**src/rtl/meat_draw_scheduler.sv**
```systemverilog
// Round-robin redraw scheduler for N_CH two-band (fat/muscle) meat sprites.
// Only channels whose colours changed, or that are flagged for refresh, are redrawn.
module meat_draw_scheduler #(
    parameter int N_CH     = 6,
    parameter int COL_W    = 9,
    parameter int XY_W     = 8,
    parameter int BOX_W    = 4,
    parameter int BOX_H    = 3,
    parameter int FAT_ROWS = 1,
    localparam int CH_W    = (N_CH > 1) ? $clog2(N_CH) : 1
) (
    input  logic                    clk,
    input  logic                    reset,
    input  logic [N_CH*COL_W-1:0]   colour_fat_in,
    input  logic [N_CH*COL_W-1:0]   colour_muscle_in,
    input  logic [N_CH*XY_W-1:0]    x_base,
    input  logic [N_CH*XY_W-1:0]    y_base,
    input  logic                    force_refresh,
    input  logic                    ready,
    output logic                    plot,
    output logic [XY_W-1:0]         x_out,
    output logic [XY_W-1:0]         y_out,
    output logic [COL_W-1:0]        colour_out,
    output logic                    busy,
    output logic [CH_W-1:0]         cur_ch,
    output logic                    ch_done
);

    // plot/ready: a pixel transfers on every cycle where plot and ready are both high.
    // While plot is high and ready is low, x_out/y_out/colour_out hold their values.

    localparam int CW = (BOX_W > 1) ? $clog2(BOX_W) : 1;
    localparam int RW = (BOX_H > 1) ? $clog2(BOX_H) : 1;
    localparam logic [CH_W-1:0] LAST_CH  = CH_W'(N_CH - 1);
    localparam logic [CH_W:0]   N_LIM    = (CH_W + 1)'(N_CH);
    localparam logic [CW-1:0]   LAST_COL = CW'(BOX_W - 1);
    localparam logic [RW-1:0]   LAST_ROW = RW'(BOX_H - 1);
    localparam logic [RW:0]     FAT_LIM  = (RW + 1)'(FAT_ROWS);

    typedef enum logic [1:0] {IDLE, DRAW, DONE} state_t;
    state_t state, state_nx;

    logic [COL_W-1:0]  fat_in       [N_CH];
    logic [COL_W-1:0]  muscle_in    [N_CH];
    logic [XY_W-1:0]   xb_in        [N_CH];
    logic [XY_W-1:0]   yb_in        [N_CH];
    logic [COL_W-1:0]  shadow_fat   [N_CH];
    logic [COL_W-1:0]  shadow_muscle[N_CH];
    logic [N_CH-1:0]   refresh_pend;
    logic [N_CH-1:0]   dirty;
    logic [2*N_CH-1:0] dirty2;
    logic [CH_W-1:0]   rr_ptr;
    logic [CH_W-1:0]   grant_ch;
    logic [CH_W:0]     grant_off;
    logic [CH_W:0]     grant_sum;
    logic              grant_vld;
    logic [COL_W-1:0]  snap_fat;
    logic [COL_W-1:0]  snap_muscle;
    logic [XY_W-1:0]   snap_x;
    logic [XY_W-1:0]   snap_y;
    logic [CW-1:0]     col;
    logic [RW-1:0]     row;
    logic              accept;
    logic              last_pix;

    always_comb begin
        for (int i = 0; i < N_CH; i++) begin
            fat_in[i]    = colour_fat_in[i*COL_W +: COL_W];
            muscle_in[i] = colour_muscle_in[i*COL_W +: COL_W];
            xb_in[i]     = x_base[i*XY_W +: XY_W];
            yb_in[i]     = y_base[i*XY_W +: XY_W];
            dirty[i]     = refresh_pend[i] | (fat_in[i] != shadow_fat[i]) |
                           (muscle_in[i] != shadow_muscle[i]);
        end
    end

    // Rotate so bit 0 is rr_ptr; the lowest set bit is the nearest dirty channel at or after it.
    always_comb begin
        dirty2    = {dirty, dirty} >> rr_ptr;
        grant_vld = 1'b0;
        grant_off = '0;
        for (int k = N_CH - 1; k >= 0; k--) begin
            if (dirty2[k]) begin
                grant_vld = 1'b1;
                grant_off = (CH_W + 1)'(k);
            end
        end
        grant_sum = {1'b0, rr_ptr} + grant_off;
        grant_ch  = (grant_sum >= N_LIM) ? CH_W'(grant_sum - N_LIM) : grant_sum[CH_W-1:0];
    end

    assign accept   = (state == DRAW) && ready;
    assign last_pix = accept && (col == LAST_COL) && (row == LAST_ROW);

    always_ff @(posedge clk) begin
        if (reset) state <= IDLE;
        else       state <= state_nx;
    end

    always_comb begin
        state_nx   = state;
        plot       = 1'b0;
        busy       = 1'b0;
        ch_done    = 1'b0;
        x_out      = snap_x + XY_W'(col);
        y_out      = snap_y + XY_W'(row);
        colour_out = ({1'b0, row} < FAT_LIM) ? snap_fat : snap_muscle;
        case (state)
            IDLE: if (grant_vld) state_nx = DRAW;
            DRAW: begin
                plot = 1'b1;
                busy = 1'b1;
                if (last_pix) state_nx = DONE;
            end
            DONE: begin
                busy     = 1'b1;
                ch_done  = 1'b1;
                state_nx = IDLE;
            end
            default: state_nx = IDLE;
        endcase
    end

    always_ff @(posedge clk) begin
        if (reset) begin
            rr_ptr       <= '0;
            cur_ch       <= '0;
            snap_fat     <= '0;
            snap_muscle  <= '0;
            snap_x       <= '0;
            snap_y       <= '0;
            col          <= '0;
            row          <= '0;
            refresh_pend <= '1;
            for (int i = 0; i < N_CH; i++) begin
                shadow_fat[i]    <= '0;
                shadow_muscle[i] <= '0;
            end
        end else begin
            case (state)
                IDLE: if (grant_vld) begin
                    cur_ch                 <= grant_ch;
                    snap_fat               <= fat_in[grant_ch];
                    snap_muscle            <= muscle_in[grant_ch];
                    snap_x                 <= xb_in[grant_ch];
                    snap_y                 <= yb_in[grant_ch];
                    refresh_pend[grant_ch] <= 1'b0;
                    col                    <= '0;
                    row                    <= '0;
                end
                DRAW: if (accept) begin
                    if (col == LAST_COL) begin
                        col <= '0;
                        row <= row + 1'b1;
                    end else begin
                        col <= col + 1'b1;
                    end
                end
                DONE: begin
                    // Shadows take the drawn snapshot so mid-draw input changes stay dirty.
                    shadow_fat[cur_ch]    <= snap_fat;
                    shadow_muscle[cur_ch] <= snap_muscle;
                    rr_ptr                <= (cur_ch == LAST_CH) ? '0 : cur_ch + 1'b1;
                end
                default: ;
            endcase
            if (force_refresh) refresh_pend <= '1;
        end
    end

endmodule

```
**config.mk**
```make
export PLATFORM = sky130hd
export DESIGN_NAME = meat_draw_scheduler
export DESIGN_NICKNAME = d
export VERILOG_FILES = /design/src/rtl/meat_draw_scheduler.sv
export SDC_FILE = /design/constraint.sdc
export NUM_CORES = 1
export LEC_CHECK = 0
export ABC_CLOCK_PERIOD_IN_PS = 12100
export BUFFER_PORTS_ARGS = -buffer_cell sky130_fd_sc_hd__clkbuf_2
export CORE_UTILIZATION = 42
export DETAILED_ROUTE_END_ITERATION = 8
export PLACE_DENSITY = 0.74
export SYNTH_ARGS = -nofsm -noshare
export SYNTH_HDL_FRONTEND = slang
export SYNTH_SLANG_ARGS = --single-unit
```
**constraint.sdc**
```tcl
create_clock -name clk -period 12.1 [get_ports clk]
set_clock_uncertainty 0.1 [all_clocks]
set_input_delay 2.42 -clock clk [delete_from_list [all_inputs] [get_ports clk]]
set_output_delay 2.42 -clock clk [all_outputs]
set_load 0.01 [all_outputs]
```
==> out/metrics.cfg, run 1 <==
[floorplanning]
ioPinCount = 239
die_w_microns = 155.8
placementRows = 55
start_util_pct = 43.37
core_area_sq_um = 22920
die_area_sq_um = 24280
die_y_microns = 155.8

[timing]
fin_crit_ps = 7553
tns_ps = 0
max_freq_mhz = 132.4
rsz0062_at_grt = false
maxSlewViolCount = 0
worst_pin_slew_ps = 1109
setup_violations = 0
setup_ws_ps = 4547
relSlewSlack_pct = 25.88
timing.final.crit_share_pct = 62.42
hold_violations = 0

[worst_setup_path]
cp_slowest_stage_delay_ps = 590
r2r_slack_ps = 6230
critical_path_class = primary input to flop
r2r_end = snap_fat[0]
critPathLaunchType = primary input
required_ps = 12320
worstPathMaxFanout = 34
worstPathArrival_ps = 7780
rr_startpoint = shadow_muscle[1][1]
r2r_cells = 16
cp_slowest_cell = mux4_2
path_cells = clkbuf_2 -> xor2_1 -> nor4_1 -> nand2_1 -> or3_1 -> o21ai_0 -> o211ai_1 -> o31ai_1 -> ha_1 -> a21o_1 -> a21oi_1 -> mux2i_4 -> buf_4 -> mux4_2 -> a21oi_1 -> nor2_1 -> mux2_2
cp_common_cell = a21oi_1
worst_setup_path_end_kind = flop

[placement]
gp_congestion = 1.024
io_buffers = 238
hpwl_microns = 24870
dp_slack_ps = 4161

[min_path]
min_path_type = flop to flop
min_to = state[1]
min_path_cells = 2
hold_start = state[1]

[route]
num_vias = 8452
drt_iter0_drc = 839
wl_microns = 32380
remaining_drc_errors = 0
vias_per_cell = 5.684
drtPass1Iterations = 5
final_antenna_net_count = 0
post_drt_wl_per_cell_microns = 21.77

[yosys]
synth-edff-count = 108
synth_most_common_cell = nor2_1
syn_area_per_cell_sq_um = 10.55
synth_cells = 942
syn_area_sq_um = 9938
synth_cell_type_count = 54
yosys-top-cells-area = edfxtp_1 33%, dfxtp_1 10%, mux4_2 7.9%
yosys_warnings = 0
async_reset_ff_share_pct = 0
ys_seq_area_share_pct = 43.11
yosysTopAreaCellShare_pct = 32.63
syn-num-nets = 1166
synth.largest_area_cell = edfxtp_1
yosys_most_used_dff = edfxtp_1
netlist_top_cells_count = 130 x nor2_1, 108 x edfxtp_1, 85 x xor2_1
synth_seq_cells = 160

[grt]
grt.overflow.total = 0
antenna_found_initial = 1
grt_pass1_wl_microns = 47520
grtUsageTotal_pct = 26.75
grt_max_degree = 80
grt_pass1_vias = 7944

[cells_and_area]
multiInputGateArea_sq_um = 5350
seq_area_sq_um = 4284
drive_gt1_share_pct = 31.94
num-fill-cells = 2051
antenna_cells_inserted = 0
area_growth_pct = 20.71
nNetsFinal = 1385

[run]
drv_cap = 0

[clocking]
cts-htree-levels = 4
cts_tree = built
worstSkewPairLatency_ps = 440
cts-hold-fix-buffers = 0
cts_buffers = 17
cts_resized = 0
cts_sinks = 160
clock-root-buffer = clkbuf_16
clk_pin_slew_ps = 70
clk_path_buf_depth = 2
cts_setup_buffers = 0

[run_status]
status = finished clean

[power]
p_per_area_nw_per_um2 = 147.9
p_leak_nw = 4.940
peakVddDrop_uv = 104.9

[cell usage in the layout (no fill, tap or decap), drive strengths merged, types with 15 or more instances in the layout]
master / count
edfxtp: 108
xor2: 85
nand2: 49
inv: 42
xnor2: 37
nor2: 130
clkbuf: 254
nor3: 15
dfxtp: 52
and2: 54
a21oi: 41
mux2i: 38
mux4: 35
nor2b: 38
nor4: 25
mux2: 44
[cell families (layout without fill, tap and decap cells)]
kind of cell	Yosys count	in the layout	share of synthesized area, %
compound gates	88	88	5.791
mux	117	117	16.78
fa+ha+maj	16	16	2.241
flops	160	160	43.11
simple gates	356	356	17.85
buf+inv	83	315	3.475
xor+xnor	122	122	10.75
[worst max-delay path by stage]
stage	startpoint	end	cells after the start
after floorplan	colour_fat_in[33]	snap_fat[0]	16
after global placement	colour_muscle_in[16]	snap_muscle[5]	17
after detailed placement	colour_muscle_in[16]	snap_muscle[4]	17
after CTS	colour_muscle_in[16]	snap_fat[0]	17
after global routing	colour_muscle_in[16]	snap_fat[7]	17
final	colour_muscle_in[16]	snap_fat[0]	17
[through the flow]
step	instance area [sq um]	hold slack, ps	total power [mW]	std cells	util, %
floorplan	9938	338.1	1.046	942	-
global placement	11420	386.9	1.226	1455	49.83
detailed placement	11420	400.1	1.238	1455	49.83
CTS	12000	415.4	1.771	1487	52.35
global route	12000	438.2	1.836	1487	52.35
finish	12000	417.4	1.774	1487	52.35
[sequential cells by signal (all words and copies together) (netlist names)]
register       cells
refresh_pend       6
state              2
snap_y             8
rr_ptr             3
snap_fat           9
cur_ch             3
shadow_fat        54
snap_muscle        9
row                2
shadow_muscle     54
col                2
snap_x             8
[final cells by class]
type / instances / share of cell area (%)
Clock buffer: 17 / 3.546
Tap cell: 313 / 3.265
Sequential cell: 160 / 35.71
Clock inverter: 15 / 1.262
Inverter: 36 / 1.126
Multi-Input combinational cell: 699 / 44.60
Timing Repair Buffer: 247 / 10.49
[critical path, delay by kind of cell]
family | cells | cell delay [ps]
xor+xnor | 1 | 150
buf+inv | 2 | 650
compound gates | 6 | 1940
simple gates | 4 | 1030
fa+ha+maj | 1 | 310
mux | 3 | 1220
[metal layers]
metal	up-vias	share of wire (%)	GRT usage (%)
met2	499	47	41.88
met1	4078	38	34.41
met5	-	0.040	0
met4	2	6.1	15.83
li1	3784	-	-
met3	89	9.0	5.194
[report_power, final]
part | internal (mW) | switching (mW)
logic | 0.236 | 0.267
clock network | 0.290 | 0.250
registers | 0.644 | 0.0869
total | 1.17 | 0.604
Note: power is estimated with default switching activity, not from simulation.
==> inputs of run 2 (changes only) <==
--- a/config.mk
+++ b/config.mk
@@ -5,7 +5,8 @@
 export SDC_FILE = /design/constraint.sdc
 export NUM_CORES = 1
 export LEC_CHECK = 0
-export ABC_CLOCK_PERIOD_IN_PS = 12100
+export ABC_AREA = 1
+export ABC_CLOCK_PERIOD_IN_PS = 7100
 export BUFFER_PORTS_ARGS = -buffer_cell sky130_fd_sc_hd__clkbuf_2
 export CORE_UTILIZATION = 42
 export DETAILED_ROUTE_END_ITERATION = 8
==> constraint.sdc (replaced) <==
create_clock -name clk -period 7.1 [get_ports clk]
set_clock_uncertainty 0.1 [all_clocks]
set_input_delay 1.42 -clock clk [delete_from_list [all_inputs] [get_ports clk]]
set_output_delay 1.42 -clock clk [all_outputs]
set_load 0.01 [all_outputs]
==> run 2 against run 1 <==
Effect of this change: register-to-register slack lost 3900 ps; non-clock buffer count grew 2; critical path depth grew 10; die area grew 4.1%; flip-flop and latch count is the same; clock power grew 73%; design area grew 3.0%; largest cell class unchanged.
==> out/metrics.cfg, run 2 <==
[run_status]
status = finished clean

[cells_and_area]
nNetsFinal = 1912
area_growth_pct = 19.37
layout_commonest_cell = nand2_1
largestRegisters = shadow_fat: 54 flops, shadow_muscle: 54 flops
antenna_cells_inserted = 0
design_area_sq_um = 12360
drive_gt1_share_pct = 18.05
final_cell_mix = 470 x nand2_1, 238 x clkbuf_2, 223 x nor2_1

[route]
vias_per_cell = 5.271
wl_microns = 35390
num_vias = 10673
post_drt_wl_per_cell_microns = 17.48
drt_iter0_drc = 1261
remaining_drc_errors = 0
drtPass1Iterations = 6
final_antenna_net_count = 0

[grt]
grtUsageTotal_pct = 27.88
grt_max_degree = 76
grt_pass1_vias = 9820
antenna_found_initial = 1
grt_pass1_wl_microns = 54080
grt.overflow.total = 0

[yosys]
synth_seq_cells = 160
ys_seq_area_share_pct = 41.38
yosys-top-cells-area = edfxtp_1 31%, nand2_1 17%, dfxtp_1 10%
synth.largest_area_cell = edfxtp_1
syn_area_per_cell_sq_um = 6.981
syn_area_sq_um = 10350
netlist_top_cells_count = 470 x nand2_1, 223 x nor2_1, 183 x inv_1
yosys_warnings = 0
synth_most_common_cell = nand2_1
syn-num-nets = 1707
synth-edff-count = 108
yosysTopAreaCellShare_pct = 31.33
synth_cell_type_count = 38
yosys_most_used_dff = edfxtp_1
async_reset_ff_share_pct = 0
synth_cells = 1483

[clocking]
cts-htree-levels = 4
cts_sinks = 160
worstSkewPairLatency_ps = 440
clk_pin_slew_ps = 60
clk_path_buf_depth = 2
cts_setup_buffers = 0
cts_resized = 0
cts-hold-fix-buffers = 0
cts_buffers = 17
clock-root-buffer = clkbuf_16
cts_tree = built

[worst_setup_path]
cp_slowest_stage_delay_ps = 640
cp_slowest_cell = fa_1
worstPathArrival_ps = 5670
worst_setup_path_end_kind = flop
worstPathMaxFanout = 26
critPathLaunchType = primary input
critical_path_class = primary input to flop
required_ps = 7290
crit_buf_inv = 4
critPathTopFamily = simple AND/OR/NAND/NOR gates
cp_common_cell = nand2_1

[timing]
worst_pin_slew_ps = 1147
max_freq_mhz = 182.4
hold_violations = 0
maxSlewViolCount = 0
tns_ps = 0
rsz0062_at_grt = false
setup_violations = 0
fin_crit_ps = 5483
relSlewSlack_pct = 23.47
timing.final.crit_share_pct = 77.23

[placement]
detailed_place.area_sq_um = 11770
gp_congestion = 0.9494
io_buffers = 238
hpwl_microns = 26790

[floorplanning]
die_w_microns = 159
die_area_sq_um = 25280
start_util_pct = 42.69
die_y_microns = 159
placementRows = 57
ioPinCount = 239
core_area_sq_um = 24250

[min_path]
min_path_type = flop to flop

[power]
p_per_area_nw_per_um2 = 257.6
peakVddDrop_uv = 173.4
p_leak_nw = 5.863

[run]
drv_cap = 0

==> run 2: cell type report <==
class	instances	area (sq um)
fill	2430	11890
multi-input combinational	1072	5100
sequential	160	4284
timing repair buffer	249	1274
inverter	188	705.7
clock buffer	20	456.7
tap	324	405.4
clock inverter	12	132.6
==> run 2: layer usage <==
metal	vias to the layer above	share of wire [%]	global-route usage (%)
li1	5167	-	-
met5	-	0	0
met2	544	45	42.76
met4	0	2.8	10.05
met1	4894	42	39.28
met3	68	10	5.105
==> run 2: cell families (layout without fill, tap and decap cells) <==
kind of cell / Yosys count / in the layout / share of synthesized area [%]
muxes: 1 / 1 / 0.09669
adders and majority gates: 16 / 16 / 2.151
xor gates and xnor gates: 41 / 41 / 3.541
buffers and inverters: 251 / 469 / 9.584
AOI/OAI and AO/OA: 165 / 165 / 9.826
and+or+nand+nor: 849 / 849 / 33.42
DFF: 160 / 160 / 41.38
==> run 2: worst register-to-register path, cell delays in order (launching register included) <==
cell	delay (ps)
edfxtp_1	390
xor2_1	180
nor2_1	160
nand2_1	80
nor2_1	210
nand3_1	110
nand2_1	120
nand2_1	80
nand2_1	80
nand2_1	70
nand2_1	60
nand2_1	100
nand3_1	80
nand2_1	50
nand2_1	50
a21boi_0	130
ha_4	200
fa_1	640
a21oi_1	200
xnor2_4	420
buf_4	340
nor2_2	60
buf_4	260
a32oi_1	220
nand3_1	120
nand2_1	120
a21oi_1	50
==> run 2: final timing paths <==
check	depth (start not counted)	to	slack, ps	start
setup / recovery	27	snap_y[2]	1620	colour_fat_in[20]
hold / removal	2	snap_muscle[4]	360	snap_muscle[4]
setup reg to reg	26	snap_y[2]	2310	shadow_fat[5][6]
hold reg to reg	2	snap_muscle[4]	360	snap_muscle[4]
==> run 2: metrics by stage <==
stage	util (%)	instances	worst slack (ps)	power, mW	hold WS (ps)
global placement	48.53	1993	1337	2.234	346.5
floorplan	-	1483	2363	1.862	336.1
finish	50.96	2025	1617	3.183	362.7
global route	50.96	2025	1249	3.336	391.2
CTS	50.96	2025	1695	3.175	363.8
detailed placement	48.53	1993	1247	2.247	355.6
==> run 2: power by group <==
group | leakage, nW | total [mW] | switching, mW | internal, mW
combinational | 4.03 | 1.05 | 0.711 | 0.341
sequential | 1.55 | 1.20 | 0.0726 | 1.12
clock | 0.283 | 0.935 | 0.397 | 0.538
